<file path="config.mk">
export PLATFORM = sky130hd
export DESIGN_NAME = data_unloader_8
export DESIGN_NICKNAME = d
export VERILOG_FILES = /design/src/rtl/data_unloader_8.sv
export SDC_FILE = /design/constraint.sdc
export NUM_CORES = 1
export LEC_CHECK = 0
export BUFFER_PORTS_ARGS = -buffer_cell sky130_fd_sc_hd__buf_4
export CAP_MARGIN = 20
export CORE_UTILIZATION = 55
export CTS_BUF_LIST = sky130_fd_sc_hd__clkbuf_8
export DETAILED_ROUTE_END_ITERATION = 8
export GPL_TIMING_DRIVEN = 1
export PLACE_DENSITY = 0.82
export SETUP_SLACK_MARGIN = 0.3
export SLEW_MARGIN = 20
export SYNTH_ARGS = -nofsm -noshare
export SYNTH_HDL_FRONTEND = slang
export SYNTH_SLANG_ARGS = --single-unit
</file>
<file path="constraint.sdc">
create_clock -name clk_74a -period 3.7 [get_ports clk_74a]
set_clock_uncertainty 0.1 [all_clocks]
set_input_delay 0.555 -clock clk_74a [delete_from_list [all_inputs] [get_ports clk_74a]]
set_output_delay 0.555 -clock clk_74a [all_outputs]
set_load 0.1 [all_outputs]
</file>
<file path="src/rtl/data_unloader_8.sv">
// rtl/data_unloader_8.sv - APF bridge 32-bit read serviced as four sequential byte reads
// from an 8-bit synchronous memory with configurable read latency.
module data_unloader_8 #(
  parameter logic [3:0] ADDRESS_MASK_UPPER_4 = 4'h1,
  parameter int         ADDRESS_SIZE         = 15,
  parameter int         READ_MEM_CLOCK_DELAY = 1
) (
  input  logic                  clk_74a,
  input  logic                  reset,
  input  logic                  bridge_rd,
  input  logic                  bridge_endian_little,
  input  logic [31:0]           bridge_addr,
  output logic [31:0]           bridge_rd_data,
  output logic                  read_busy,
  output logic                  read_done,
  output logic                  read_en,
  output logic [ADDRESS_SIZE:0] read_addr,
  input  logic [7:0]            read_data
);

  localparam int         AW    = ADDRESS_SIZE + 1;
  localparam logic [3:0] DELAY = 4'(READ_MEM_CLOCK_DELAY);

  typedef enum logic [1:0] {S_IDLE, S_ISSUE, S_WAIT, S_DONE} state_t;

  state_t          r_state;
  state_t          w_next_state;
  logic [AW-1:0]   r_base;
  logic [AW-1:0]   r_read_addr;
  logic            r_little;
  logic [1:0]      r_idx;
  logic [3:0]      r_delay;
  logic [2:0][7:0] r_lane;
  logic [31:0]     r_rd_data;

  logic            w_accept;
  logic            w_beat_done;
  logic [1:0]      w_next_idx;
  logic [AW-1:0]   w_next_addr;
  logic [31:0]     w_word;
  logic            w_unused_addr;

  assign w_accept      = bridge_rd && (bridge_addr[31:28] == ADDRESS_MASK_UPPER_4) &&
                         ((r_state == S_IDLE) || (r_state == S_DONE));
  assign w_beat_done   = (r_state == S_WAIT) && (r_delay == 4'd1);
  assign w_next_idx    = r_idx + 2'd1;
  assign w_next_addr   = r_base + AW'(w_next_idx);
  assign w_unused_addr = ^bridge_addr[27:AW];

  // Byte 3 is taken straight off the memory bus so the word is ready as DONE begins.
  assign w_word = r_little ? {read_data, r_lane[2], r_lane[1], r_lane[0]}
                           : {r_lane[0], r_lane[1], r_lane[2], read_data};

  assign bridge_rd_data = r_rd_data;
  assign read_addr      = r_read_addr;

  always_ff @(posedge clk_74a or posedge reset) begin
    if (reset) begin
      r_state <= S_IDLE;
    end else begin
      r_state <= w_next_state;
    end
  end

  always_comb begin
    w_next_state = r_state;
    case (r_state)
      S_IDLE:  if (w_accept) w_next_state = S_ISSUE;
      S_ISSUE: w_next_state = S_WAIT;
      S_WAIT:  if (w_beat_done) w_next_state = (r_idx == 2'd3) ? S_DONE : S_ISSUE;
      S_DONE:  w_next_state = w_accept ? S_ISSUE : S_IDLE;
      default: w_next_state = S_IDLE;
    endcase
  end

  always_comb begin
    read_en   = 1'b0;
    read_busy = 1'b0;
    read_done = 1'b0;
    case (r_state)
      S_ISSUE: begin
        read_en   = 1'b1;
        read_busy = 1'b1;
      end
      S_WAIT:  read_busy = 1'b1;
      S_DONE:  read_done = 1'b1;
      default: ;
    endcase
  end

  always_ff @(posedge clk_74a or posedge reset) begin
    if (reset) begin
      r_base      <= '0;
      r_read_addr <= '0;
      r_little    <= 1'b0;
      r_idx       <= 2'd0;
      r_delay     <= 4'd0;
      r_lane      <= '0;
      r_rd_data   <= 32'd0;
    end else begin
      if (w_accept) begin
        r_base      <= bridge_addr[AW-1:0];
        r_read_addr <= bridge_addr[AW-1:0];
        r_little    <= bridge_endian_little;
        r_idx       <= 2'd0;
      end
      if (r_state == S_ISSUE) begin
        r_delay <= DELAY;
      end
      if (r_state == S_WAIT) begin
        r_delay <= r_delay - 4'd1;
        if (w_beat_done) begin
          if (r_idx != 2'd3) begin
            r_lane[r_idx] <= read_data;
            r_idx         <= w_next_idx;
            r_read_addr   <= w_next_addr;
          end else begin
            r_rd_data <= w_word;
          end
        end
      end
    end
  end

endmodule

</file>
# Yosys cells after proc, flatten, opt, wreduce, memory -nomap -nowiden

Index checks and enable logic that the tools add are counted.

Bits in registers: 97
Bits in latches: 0
Bits in writable memories: 0
Bits in read-only memories: 0
Word-level logic and storage cells: 58
Memories kept: 0

Add/subtract/negate cells: 3
Multipliers: 0
Divide/modulo/power cells: 0
Order comparisons: 2
Equal/unequal tests: 9
Shift-type cells: 0
Mux-type cells: 22
Bitwise logic cells: 1
Reduce and logical (&&, ||, !) cells: 11

Operators by type and width:

| kind                  | count |
|---|---|
| $mux W16              | 4 |
| $mux W32              | 1 |
| $bwmux W24            | 1 |
| $add A16 B2 Y16       | 1 |
| $demux W8 S2          | 1 |
| $mux W2               | 7 |
| $eq A4 B1 Y1 const B  | 2 |
| $mux W4               | 2 |
| $mux W8               | 1 |
| $pmux W2 S4           | 1 |
| $eq A2 B2 Y1 const B  | 3 |
| $ne A2 B2 Y1 const B  | 3 |
| $reduce_and A3 Y1     | 2 |
| $logic_and A1 B1 Y1   | 4 |
| $mux W1               | 4 |
| $sub A4 B1 Y4 const B | 1 |
| $lt A2 B3 Y1 const B  | 1 |
| $add A2 B1 Y2 const B | 1 |
| $eq A2 B1 Y1 const B  | 1 |
| $ge A2 B1 Y1 const B  | 1 |
| $logic_not A2 Y1      | 1 |
| $reduce_and A2 Y1     | 1 |
| $reduce_bool A2 Y1    | 1 |
| $reduce_or A2 Y1      | 1 |
| other kinds (2)       | 2 |

# Longest topological paths before layout

Depth after elaboration: 7
Gate-level depth with buffers: 8
Gate-level depth less buffers: 7

# Worst setup path after synthesis

Ideal clock, no wire load.

Path kind: reg-to-reg
From: register r_state[0]
To: register r_read_addr[13] (netlist: read_addr[13])
Library setup time: 0.125 ns
Arrival time: 2.427 ns
Data required time: 3.475 ns
Path slack: 1.048 ns
Cell stages (with the launch flop): 9
Path buffers: 2
Period minus slack after synthesis: 2.652 ns
Path through: dfrtp_1 inv_1 ha_1 buf_2 nor3b_1 nand2_2 buf_2 a211oi_1 nor3_1

Word-level cells in the longest chain between the ends: 7

Ends and longest elaborated chain:

| element                                                 | RTL line | text |
|---|---|---|
| start: declaration                                      | 26       | `state_t r_state;` |
| start signal: assignment                                | 61       | `r_state <= w_next_state;` |
| $eq A2 B2 Y1 / $logic_not A2 Y1 (equally long branches) | 44       | `((r_state == S_IDLE) \|\| (r_state == S_DONE));` |
| $logic_or A1 B1 Y1                                      | 44       |  |
| $logic_and A1 B1 Y1                                     | 43       | `assign w_accept = bridge_rd && (bridge_addr[31:28] == ADDRESS_MASK_UPPER_4) &&` |
| $mux W16                                                | 101      | `if (w_accept) begin` |
| $mux W16                                                | 113      | `if (r_idx != 2'd3) begin` |
| $mux W16                                                | 112      | `if (w_beat_done) begin` |
| $mux W16 *                                              | 110      | `if (r_state == S_WAIT) begin` |
| end signal: assignment                                  | 103      | `r_read_addr <= bridge_addr[AW-1:0];` |
| end signal: assignment                                  | 116      | `r_read_addr <= w_next_addr;` |
| end: declaration                                        | 29       | `logic [AW-1:0] r_read_addr;` |

Every way passes the cells marked *; elsewhere a longest branch is shown, timed or not.
A chain may end at the register's enable or synchronous reset.

# Worst setup path in the final report

From: register r_state[0]
To: register r_read_addr[12] (netlist: read_addr[12])

Same word-level chain as after synthesis.

==> results.json <==
{
  "ys_warn_count": 0,
  "max_slew_margin_pct": 38.5,
  "hold_viol": 0,
  "numCtsBuffers": 9,
  "multi_input_area_um2": 2110,
  "die_h_um": 94.1,
  "critical_path_class": "reg -> reg",
  "netlist_instances": 422,
  "drv_cap": 0,
  "clk_path_buf_depth": 2,
  "place_congestion": 0.790,
  "port_buffers": 82,
  "grt_usage_pct": 23.2,
  "drt_iter0_drc": 130,
  "endpoint_kind": "flop",
  "area_growth_syn_to_layout_pct": 18.5,
  "synth_cell_type_count": 47,
  "wl_per_cell_um": 15.7,
  "tightestPinTransition_ns": 0.922,
  "cts-root-buf": "clkbuf_8",
  "synth_nets": 479,
  "cp-start-kind": "flop",
  "grt-ovfl-total": 0,
  "nets": 556,
  "crit_arrival_ns": 2.70,
  "die_area_um2": 8860,
  "final_common_cell": "dfrtp_1",
  "finalSetupTns_ns": 0,
  "h-tree-depth": 3,
  "ys_seq_area_share_pct": 52.0,
  "cp.required_ns": 3.81,
  "final_cell_mix": "96 x dfrtp_1, 86 x buf_4, 55 x nand2_1",
  "cts_tree": "done",
  "grt_setup_unrepaired": "false",
  "clk_pin_slew_ns": 0.09,
  "start_util_pct": 56.8,
  "grt_max_degree": 72,
  "finalMaxSlewViolations": 0,
  "drive_above_1_share_pct": 27.2,
  "avgSynthCellArea_um2": 11.1,
  "postCtsSetupRepairBufs": 0,
  "rows": 33,
  "drc": 0,
  "wl_um": 9560,
  "clock_latency_ns": 0.36,
  "status": "finished clean",
  "io_pins": 95,
  "vias": 3381,
  "synth_seq_cells": 97,
  "hold_path.class": "in -> async",
  "holdBufCountCts": 0,
  "fillers": 622,
  "core_area_um2": 8220,
  "register_area_um2": 2430,
  "n_antenna_cell": 0,
  "antenna_found_initial": 0,
  "setup_violations": 0,
  "cts_resized": 0,
  "antenna_left": 0,
  "dpl.hpwl_um": 6560,
  "clock_sinks": 97,
  "grt_pass1_vias": 3286,
  "viasPerCell": 5.55,
  "synthArstFlopShare_pct": 100,
  "fin_crit_sh_pct": 69.9,
  "synth_area_um2": 4670,
  "die_x_um": 94.1,
  "ys.flop_type": "dfrtp_1",
  "max_freq_mhz": 387,
  "synth_edf_count": 0,
  "crit_fanout": 33,
  "dr.pass1.iters": 4,
  "period_needed_ns": 2.59,
  "grt_pass1_wl_um": 15600
}
[through the flow]
stage	instance area, um^2	instances	worst slack, ns	util, %	hold slack (ns)
6_report	5530	609	1.11	67.3	0.267
5_1_grt	5530	609	0.908	67.3	0.274
4_1_cts	5530	609	1.13	67.3	0.273
3_5_place_dp	5350	593	1.16	65.1	0.388
3_3_place_gp	5350	593	1.22	65.1	0.373
2_1_floorplan	4670	422	0.511	-	0.352
[final timing paths]
kind,startpoint,endpoint,slack [ns],depth (start not counted)
worst max-delay path,r_state[0],read_addr[12],1.11,6
worst min-delay path,reset,bridge_rd_data[19],0.27,2
worst max register to register,r_state[0],read_addr[12],1.11,6
worst min register to register,r_base[0],r_base[0],0.41,2
max in group asynchronous,reset,bridge_rd_data[5],2.49,3
min in group clk_74a,bridge_endian_little,r_little,0.29,3
[layout make-up]
cell class                      count  area share (%)
Inverter                            8           0.588
Multi-Input combinational cell    297            38.2
Tap cell                          105            2.38
Clock buffer                       11            2.74
Timing Repair Buffer               86            11.7
Clock inverter                      5           0.543
Sequential cell                    97            43.9
[state kept, by name, summed over array words and instances (netlist names)]
register and flops:
read_addr 16, r_lane 24, r_idx 2, r_delay 4
r_little 1, r_base 16, bridge_rd_data 32, r_state 2
[cell usage after synthesis, types with 2 or more instances]
cell | count | area (um^2)
buf_2 | 12 | 60.1
nor3_1 | 2 | 10.0
a21oi_1 | 35 | 175
xnor2_1 | 2 | 17.5
dfrtp_1 | 97 | 2430
nand2_1 | 55 | 206
mux2_2 | 18 | 203
a21o_1 | 4 | 30.0
a31oi_1 | 7 | 43.8
inv_1 | 8 | 30.0
mux2_4 | 7 | 105
ha_1 | 12 | 150
mux2i_1 | 50 | 500
and2_1 | 3 | 18.8
clkbuf_1 | 6 | 22.5
and3_1 | 6 | 37.5
nor2_1 | 37 | 139
nor3b_1 | 2 | 15.0
xor2_1 | 9 | 78.8
o21ai_0 | 5 | 25.0
nand2b_1 | 2 | 12.5
and4_1 | 6 | 52.6
nand3_1 | 7 | 35.0
nand4_1 | 5 | 31.3
nand2_4 | 3 | 33.8
[critical path, stage by stage, from the launching register on]
cell and delay (ns):
dfrtp_1 0.42, inv_1 0.10, ha_1 0.42, nor3b_1 0.43, nand2_2 0.53, mux2i_1 0.33, mux2i_1 0.10
[kinds of logic after synthesis]
family	count (synthesis)	synth area share, %
DFF	97	52.0
xor gates and xnor gates	11	2.07
AOI/OAI and AO/OA	60	7.46
adders and majority gates	13	3.65
muxes	75	17.3
buffers and inverters	28	2.76
and+or+nand+nor	138	14.7
[per-layer routing]
metal  GRT usage [%]  wire, um  up-vias  part of all wire (%)
met1            29.3      4190     1650                    44
met3            3.88       338       10                   3.5
li1                -         -     1630                     -
met2            40.1      4890       91                    51
met4            7.82       137        0                   1.4
met5               0         0        -                     0
Power is left out: the tool's default activity adds up to more than one toggle a clock period on the data nets, which glitch-free logic cannot reach.
